File: src/rtl/blank_scheduler.sv
// Blanking timing scheduler: walks an h/v symbol-time raster built from shadowed
// MSA timing and tells blank_mapper which blanking phase each cycle belongs to.
module blank_scheduler #(
  parameter int CNT_W  = 16,
  parameter int BS_LEN = 4,
  parameter int BE_LEN = 4
) (
  input  logic             clk,
  input  logic             rst_n,
  input  logic             td_vid_en,
  input  logic [1:0]       td_lane_count,
  input  logic [CNT_W-1:0] td_h_total,
  input  logic [CNT_W-1:0] td_h_active,
  input  logic [CNT_W-1:0] td_v_total,
  input  logic [CNT_W-1:0] td_v_active,
  output logic             sched_blank_en,
  output logic             sched_blank_id,
  output logic [1:0]       sched_blank_state,
  output logic             sched_active_en,
  output logic             sched_cfg_err
);

  // Two spare bits keep the h-position sums from wrapping for any 16-bit timing.
  localparam int SUM_W = CNT_W + 2;

  typedef enum logic {IDLE, RUN} fsm_t;
  typedef enum logic [1:0] {
    ST_BLANK = 2'b00,
    ST_BS    = 2'b01,
    ST_START = 2'b10,
    ST_BE    = 2'b11
  } blank_state_t;

  // VBID, Mvid and Maud repeated per lane, serialised over the active lanes.
  function automatic logic [SUM_W-1:0] start_len(input logic [1:0] lanes);
    case (lanes)
      2'b00:   return SUM_W'(12);
      2'b01:   return SUM_W'(6);
      default: return SUM_W'(3);
    endcase
  endfunction

  fsm_t             state, nxt_state;
  logic             vid_en_q;
  logic [CNT_W-1:0] h_cnt, nxt_h;
  logic [CNT_W-1:0] v_cnt, nxt_v;
  logic             cfg_err, nxt_err;
  logic             load_sh;

  logic [1:0]       sh_lanes;
  logic [CNT_W-1:0] sh_h_total, sh_h_active, sh_v_total, sh_v_active;

  logic             dec_blank_en, dec_id, dec_active_en;
  blank_state_t     dec_state, state_q;

  logic             vid_rise, in_cfg_ok, h_last, v_last;
  logic [SUM_W-1:0] in_min_h_total;

  assign vid_rise       = td_vid_en & ~vid_en_q;
  assign in_min_h_total = SUM_W'(td_h_active) + SUM_W'(BS_LEN + BE_LEN + 1)
                        + start_len(td_lane_count);
  assign in_cfg_ok      = (td_h_active != '0) && (td_v_active != '0)
                        && (td_v_total > td_v_active)
                        && (SUM_W'(td_h_total) >= in_min_h_total);
  assign h_last         = (h_cnt == sh_h_total - CNT_W'(1));
  assign v_last         = (v_cnt == sh_v_total - CNT_W'(1));

  // NOTE: every always_comb output gets a default first so no path infers a latch.
  always_comb begin
    nxt_state = state;
    nxt_h     = h_cnt;
    nxt_v     = v_cnt;
    nxt_err   = cfg_err & td_vid_en;
    load_sh   = 1'b0;
    unique case (state)
      IDLE: begin
        nxt_h = '0;
        nxt_v = '0;
        if (vid_rise) begin
          load_sh = 1'b1;
          if (in_cfg_ok) begin
            nxt_state = RUN;
            nxt_v     = td_v_active;  // first VBlank line, so MSA goes out first
          end else begin
            nxt_err = 1'b1;
          end
        end
      end
      RUN: begin
        if (!td_vid_en) begin
          nxt_state = IDLE;
          nxt_h     = '0;
          nxt_v     = '0;
        end else if (h_last) begin
          nxt_h = '0;
          if (v_last) begin
            nxt_v   = '0;
            load_sh = 1'b1;
            if (!in_cfg_ok) begin
              nxt_state = IDLE;
              nxt_err   = 1'b1;
            end
          end else begin
            nxt_v = v_cnt + CNT_W'(1);
          end
        end else begin
          nxt_h = h_cnt + CNT_W'(1);
        end
      end
      default: nxt_state = IDLE;
    endcase
  end

  logic [SUM_W-1:0] h_ext, bs_end, st_end, be_start;
  logic             active_line, be_line;

  assign h_ext       = SUM_W'(h_cnt);
  assign bs_end      = SUM_W'(sh_h_active) + SUM_W'(BS_LEN);
  assign st_end      = bs_end + start_len(sh_lanes);
  assign be_start    = SUM_W'(sh_h_total) - SUM_W'(BE_LEN);
  assign active_line = (v_cnt < sh_v_active);
  // BE only precedes an active line: any non-last active line, or the frame's last line.
  assign be_line     = (v_cnt < sh_v_active - CNT_W'(1)) || v_last;

  always_comb begin
    dec_blank_en  = 1'b0;
    dec_id        = 1'b0;
    dec_active_en = 1'b0;
    dec_state     = ST_BLANK;
    if (state == RUN && td_vid_en) begin
      dec_id = active_line;
      if (active_line && h_cnt < sh_h_active) begin
        dec_active_en = 1'b1;
      end else begin
        dec_blank_en = 1'b1;
        if (h_cnt < sh_h_active)          dec_state = ST_BLANK;
        else if (h_ext < bs_end)          dec_state = ST_BS;
        else if (h_ext < st_end)          dec_state = ST_START;
        else if (h_ext >= be_start && be_line) dec_state = ST_BE;
        else                              dec_state = ST_BLANK;
      end
    end
  end

  // NOTE: always_ff blocks use non-blocking assignments only, so every register
  // samples pre-edge values regardless of process ordering.
  always_ff @(posedge clk or negedge rst_n) begin
    if (!rst_n) begin
      state    <= IDLE;
      vid_en_q <= 1'b0;
      h_cnt    <= '0;
      v_cnt    <= '0;
      cfg_err  <= 1'b0;
    end else begin
      state    <= nxt_state;
      vid_en_q <= td_vid_en;
      h_cnt    <= nxt_h;
      v_cnt    <= nxt_v;
      cfg_err  <= nxt_err;
    end
  end

  // NOTE: the shadow timing registers are plain flops, so they take a reset value
  // of zero like the rest of the state.
  always_ff @(posedge clk or negedge rst_n) begin
    if (!rst_n) begin
      sh_lanes    <= '0;
      sh_h_total  <= '0;
      sh_h_active <= '0;
      sh_v_total  <= '0;
      sh_v_active <= '0;
    end else if (load_sh) begin
      sh_lanes    <= td_lane_count;
      sh_h_total  <= td_h_total;
      sh_h_active <= td_h_active;
      sh_v_total  <= td_v_total;
      sh_v_active <= td_v_active;
    end
  end

  always_ff @(posedge clk or negedge rst_n) begin
    if (!rst_n) begin
      sched_blank_en  <= 1'b0;
      sched_blank_id  <= 1'b0;
      sched_active_en <= 1'b0;
      state_q         <= ST_BLANK;
    end else begin
      sched_blank_en  <= dec_blank_en;
      sched_blank_id  <= dec_id;
      sched_active_en <= dec_active_en;
      state_q         <= dec_state;
    end
  end

  assign sched_blank_state = state_q;
  assign sched_cfg_err     = cfg_err;

endmodule

File: config.mk
export PLATFORM = sky130hd
export DESIGN_NAME = blank_scheduler
export DESIGN_NICKNAME = d
export VERILOG_FILES = /design/src/rtl/blank_scheduler.sv
export SDC_FILE = /design/constraint.sdc
export NUM_CORES = 1
export LEC_CHECK = 0
export CAP_MARGIN = 20
export CORE_ASPECT_RATIO = 1.2
export CORE_MARGIN = 1
export CORE_UTILIZATION = 40
export DETAILED_ROUTE_END_ITERATION = 10
export GPL_ROUTABILITY_DRIVEN = 0
export GPL_TIMING_DRIVEN = 0
export HOLD_SLACK_MARGIN = 0.05
export PLACE_DENSITY = 0.65
export SETUP_SLACK_MARGIN = 0.05
export SYNTH_ARGS = -nofsm -noshare
export SYNTH_HDL_FRONTEND = slang
export SYNTH_SLANG_ARGS = --single-unit
File: constraint.sdc
create_clock -name clk -period 5.7 [get_ports clk]
set_clock_uncertainty 0.1 [all_clocks]
set_input_delay 1.14 -clock clk [delete_from_list [all_inputs] [get_ports clk]]
set_output_delay 1.14 -clock clk [all_outputs]
set_load 0.01 [all_outputs]
==> impl_metrics.yaml, run 1 <==
status:
  status: "finished, final reports clean"
finish:
  fin_cells: 1948
  n_antenna_cell: 0
  final_util_pct: 45.8
  nNetsFinal: 1765
  drive_above_1_share_pct: 4.17
  area_growth_pct: 12.8
  stdcell_area_sq_mm: 0.0135
drt:
  drtAntennaViolNets: 0
  drc: 0
  wl_met2_microns: 19900
  dr.pass1.iters: 8
  vias: 12200
  wl_met1_microns: 16900
  vias_per_cell: 6.25
  top_layer_used: "met4"
  drt-initial-drc-count: 1118
  route.met3.wl_microns: 2850
  wl_per_cell_microns: 21.6
  totalWireLength_microns: 42100
global_routing:
  grt_usage_pct: 27.7
  grt_pass1_wl_microns: 65700
  grt_pass1_vias: 11600
  antenna_found_initial: 1
  grt_max_degree: 92
  grt_overflow: 0
yosys:
  synth_top_area_share_pct: 22.1
  ys_seq_elements: 106
  ys_seq_area_share_pct: 22.1
  yosysUniqueCellTypes: 74
  synth_enable_flop_cells: 0
  yosysMostFrequentCell: "ha_1"
  synth-warning-count: 0
  yosysTopAreaCell: "dfrtp_1"
  synth_area_sq_mm: 0.0120
  synth_area_leaders: "dfrtp_1, ha_1, xnor2_1"
  syn-instance-count: 1472
  syn_area_per_cell_sq_um: 8.15
  synth_common_cells: "ha_1, dfrtp_1, nand3_1"
  synthesis.nets: 1684
  synth-main-ff-cell: "dfrtp_1"
  synthArstFlopShare_pct: 100
critical_path:
  crit_type: "in2reg"
  reg2reg_depth: 18
  crit_fanout: 10
  rr_startpoint: "sh_lanes[0]"
  crit_start: "td_lane_count[1]"
  setup.worst_path.start_class: "primary input"
  r2r_end: "sched_blank_state[1]"
  critical_path_arrival_ns: 5.59
  endpoint_kind: "flip-flop"
  reg2reg_setup_slack_ns: 1.35
  cp_data_required_time_ns: 5.86
placement:
  portBuffers: 70
  dp.cells: 1933
  place_area_sq_mm: 0.0132
  hpwl_microns: 32600
sta:
  maxSlewViolCount: 0
  rsz0062_at_grt: "false"
  finalHoldViolCount: 0
  finalSetupTns_ns: 0
  setup_viol: 0
  slew_headroom_pct: 38.0
  fmax_mhz: 184
  worst_pin_slew_ns: 0.922
  layout_min_cycle_time_ns: 5.42
  fin_crit_sh_pct: 95.1
floorplanning:
  die_w_microns: 160
  fp.dieArea_sq_mm: 0.0307
  die_h_microns: 192
  io_pins: 75
  core_area_sq_mm: 0.0295
  rows: 69
  start_util_pct: 40.6
clock_tree:
  clock_latency_ns: 0.38
  cts_tree: "yes"
  htree_levels: 3
  postCtsHoldBufs: 0
  clk_pin_slew_worst_paths_ns: 0.08
  clockRootBuffer: "clkbuf_16"
  numClockSinks: 106
  post_cts_buffers: 0
  clockBufferDepth: 2
  cts_buffers: 9
power_and_ir_drop:
  ir_drop_v: 0.000123
  p_leak_nw: 5.85
  p_per_area_mw_per_mm2: 191
  power_w: 0.00258
job:
  maxCapViolCount: 0
hold_path:
  hold_class: "in2async"
==> per-stage QoR <==
step / hold slack (ns) / setup slack (ns)
3_3_place_gp: 0.500 / -1.04
3_5_place_dp: 0.515 / -0.846
6_report: 0.486 / 0.277
5_1_grt: 0.491 / 0.0666
2_1_floorplan: 0.405 / 0.523
4_1_cts: 0.485 / 0.257
==> placed cells by master (no fill, tap or decap), types with 31 or more instances in the layout <==
cell type,instances
a21o_1,31
xnor2_1,77
clkbuf_1,87
nor2b_1,39
clkdlybuf4s50_1,67
a21oi_1,56
nor2_1,72
nand2_1,87
o211ai_1,33
o211a_1,40
o311ai_0,37
or3_1,42
xor2_1,42
o21ai_0,38
inv_1,75
ha_1,141
nand4_1,66
dfrtp_1,106
nand3_1,101
==> worst max-delay path, stage by stage <==
cell and delay [ns]:
dlygate4sd2_1 0.32, or2_2 0.34, ha_1 0.28, ha_1 0.23, fa_1 0.41, a21o_1 0.21
a21oi_2 0.20, nor3_1 0.12, nand3_1 0.11, xor2_1 0.17, ha_1 0.27, a2111oi_1 0.38
o21ai_0 0.18, o2bb2ai_1 0.16, a21oi_1 0.22, a211oi_1 0.11, and3_4 0.24, clkbuf_4 0.20
a221o_1 0.30
==> flip-flops by register name, indices dropped and copies added (netlist names) <==
register / count
v_cnt: 16
sched_active_en: 1
sh_lanes: 2
sched_cfg_err: 1
sh_h_total: 16
vid_en_q: 1
sh_v_active: 16
sched_blank_id: 1
h_cnt: 16
sh_v_total: 16
sh_h_active: 16
state: 1
sched_blank_en: 1
sched_blank_state: 2
==> where the power goes <==
part           internal [W]  leakage, nW  total (W)  switching, W
Sequential         0.000811         1.20   0.000885     0.0000742
Combinational      0.000424         4.51    0.00102      0.000600
Clock              0.000365        0.145   0.000673      0.000308
==> what timing repair did <==
| item | CTS | global route |
|---|---|---|
| pin swaps | 0 | 0 |
| gates resized for setup | 6 | 2 |
| setup endpoints to repair | 17 | 10 |
==> worst max-delay path by stage <==
stage / to
floorplan: v_cnt[11]
global placement: sh_v_active[7]
detailed placement: v_cnt[7]
CTS: v_cnt[10]
global route: v_cnt[7]
finish: v_cnt[10]
==> routing by layer <==
layer | GRT usage, % | vias to the layer above
li1 | - | 5683
met2 | 46.7 | 553
met1 | 33.7 | 5809
met5 | 0 | -
met3 | 3.07 | 128
met4 | 17.9 | 0
==> layout make-up <==
| type | count | area [sq um] |
|---|---|---|
| Clock inverter | 4 | 50.0 |
| Buffer | 116 | 503 |
| Timing Repair Buffer | 71 | 727 |
| Inverter | 79 | 297 |
| Clock buffer | 12 | 256 |
| Tap cell | 390 | 488 |
| Sequential cell | 106 | 2650 |
| Fill cell | 3002 | 16000 |
| Multi-Input combinational cell | 1170 | 8560 |
==> logic make-up (layout without fill, tap and decap cells) <==
| logic type | after synthesis | after routing | share of synthesized area [%] |
|---|---|---|---|
| xor gates and xnor gates | 119 | 119 | 8.69 |
| adders and majority gates | 144 | 144 | 15.1 |
| and+or+nand+nor | 560 | 560 | 25.6 |
| buffers and inverters | 196 | 282 | 6.66 |
| AOI/OAI and AO/OA | 347 | 347 | 21.8 |
| DFF | 106 | 106 | 22.1 |
Note: power is estimated with default switching activity, not from simulation.
==> inputs of run 2 (changes only) <==
- SLEW_MARGIN: default -> 30
- clock period: 5.7 -> 5.9 ns (I/O delays scaled with it)
==> impl_metrics.yaml, run 2 (same netlist as run 1, synthesis figures left out) <==
status:
  status: "finished, final reports clean"
power_and_ir_drop:
  switchingPower_w: 0.000944
  pwr-share-clk_pct: 26.2
  power_w: 0.00250
  p_leak_nw: 5.88
  comb_power_share_pct: 39.5
  p_int_w: 0.00156
  p_per_area_mw_per_mm2: 185
  seqPwrFrac_pct: 34.2
  p_sw_share_pct: 37.7
  ir_drop_v: 0.000112
finish:
  layout_common_cells: "ha_1, dfrtp_1, nand3_1"
  nNetsFinal: 1765
  area_growth_pct: 12.8
  n_antenna_cell: 0
  final_common_cell: "ha_1"
  fin_cells: 1947
  final_util_pct: 45.8
  drive_above_1_share_pct: 4.11
  num-fill-cells: 2952
sta:
  layout_min_cycle_time_ns: 5.53
  fmax_mhz: 181
  maxSlewViolCount: 0
  finalSetupTns_ns: 0
  setup_viol: 0
  finalHoldViolCount: 0
  rsz0062_at_grt: "false"
  worst_slack_ns: 0.369
  fin_crit_sh_pct: 93.7
  worst_pin_slew_ns: 0.886
  slew_headroom_pct: 40.4
drt:
  vias: 12300
  wl_per_cell_microns: 21.7
  dr.pass1.iters: 5
  vias_per_cell: 6.31
  drtAntennaViolNets: 0
  drc: 0
  drt-initial-drc-count: 1120
  totalWireLength_microns: 42300
global_routing:
  gr-usage-met2_pct: 46.9
  use_met1_pct: 34.2
  grt_max_degree: 61
  antenna_found_initial: 1
  grt-busiest-layer: "met2"
  grt_overflow: 0
  grt_pass1_wl_microns: 65900
  grt_usage_pct: 27.7
  grt_pass1_vias: 11600
  met3_usage_pct: 3.43
critical_path:
  slowest_delay_ns: 0.62
  critPathTopFamily: "adder cells"
  cp_data_required_time_ns: 6.09
  rr_startpoint: "sh_lanes[0]"
  crit_buf_inv: 2
  critical_path_arrival_ns: 5.72
  setup.worst_path.start_class: "primary input"
  crit_start: "td_h_active[1]"
  crit_chain: "clkdlybuf4s50_1 -> ha_1 -> ha_1 -> fa_1 -> a21o_1 -> a21oi_2 -> nor3_1 -> nand2_1 -> nor2_1 -> xnor2_1 -> ha_1 -> nand4_1 -> or2_2 -> nor3_1 -> a21oi_1 -> a211oi_1 -> and3_2 -> buf_2 -> a22oi_1 -> o21ai_0"
  endpoint_kind: "flip-flop"
  crit_fanout: 10
  crit_top_cell: "ha_1"
  crit_type: "in2reg"
  critPathSlowestCell: "clkdlybuf4s50_1"
floorplanning:
  io_pins: 75
  start_util_pct: 40.6
  rows: 69
  fp.dieArea_sq_mm: 0.0307
  die_w_microns: 160
  die_h_microns: 192
  core_area_sq_mm: 0.0295
placement:
  place_worst_setup_slack_ns: -0.698
  hpwl_microns: 32700
  portBuffers: 70
  dp.cells: 1933
clock_tree:
  clk_pin_slew_worst_paths_ns: 0.08
  post_cts_buffers: 0
  clockRootBuffer: "clkbuf_16"
  cts_buffers: 9
  clockBufferDepth: 2
  cts_tree: "yes"
  clock_latency_ns: 0.37
  numClockSinks: 106
  htree_levels: 3
job:
  maxCapViolCount: 0
hold_path:
  hold_class: "reg2reg"
  hold_start: "sh_v_total[11]"
-- run 2: worst reg2reg max path, cell delays in order, from the launching register on --
cell and delay, ns:
dfrtp_1 0.49, or2_2 0.37, ha_1 0.29, a21o_1 0.11
a21oi_1 0.11, nor2b_1 0.12, nor2_1 0.07, nor4_1 0.73
o21ai_0 0.26, xnor2_1 0.20, ha_1 0.30, a21oi_1 0.14
nor2b_1 0.06, o21ai_0 0.14, nand2_1 0.07, a21oi_1 0.14
a211oi_1 0.09, a21boi_0 0.15, nor4b_1 0.32
-- run 2: path summary, 6_finish.rpt --
kind	cells after the start	slack, ns	end
worst max-delay path	20	0.37	v_cnt[7]
worst min-delay path	2	0.53	sh_v_total[11]
worst max register to register	18	1.54	sched_blank_state[1]
worst min register to register	2	0.53	sh_v_total[11]
max in group asynchronous	2	4.39	v_cnt[8]
min in group asynchronous	1	0.63	h_cnt[11]
-- run 2: cell type report --
type                       instances  area [sq um]  share of cell area (%)
tap                              390           488                    3.61
sequential                       106          2650                    19.6
clock buffer                      13           270                    2.00
buffer                           116           500                    3.70
multi-input combinational       1170          8550                    63.2
inverter                          79           297                    2.19
clock inverter                     2          35.0                   0.259
timing repair buffer              71           738                    5.45
-- run 2: power groups by stage --
stage	Clock, W	Sequential (W)	Combinational (W)
CTS	0.000661	0.000854	0.000976
global route	0.000687	0.000863	0.00110
global placement	0	0.000864	0.000938
detailed placement	0	0.000867	0.000968
finish	0.000655	0.000855	0.000989
floorplan	0	0.000841	0.000680
-- run 2: metal layers --
metal,routed length (microns),up-vias
met1,17200,5935
met4,2180,0
met3,2580,133
li1,-,5676
met2,20300,539
met5,0,-
-- run 2: through the flow --
step,instance area [sq um],hold slack [ns]
global route,13500,0.557
detailed placement,13200,0.517
global placement,13200,0.500
floorplan,12000,0.405
finish,13500,0.531
CTS,13500,0.529
-- run 2: timing repair --
| item | CTS | global route |
|---|---|---|
| gates resized for setup | 3 | 4 |
| endpoints found under the setup margin | 11 | 10 |
| hold buffers | 0 | 0 |
| endpoints found under the hold margin | 0 | 0 |
==> inputs of run 3 (changes only) <==
- CTS_CLUSTER_SIZE: default -> 8
==> results of run 3 <==
No change in the layout: final DEF, timing and power equal those of run 2.
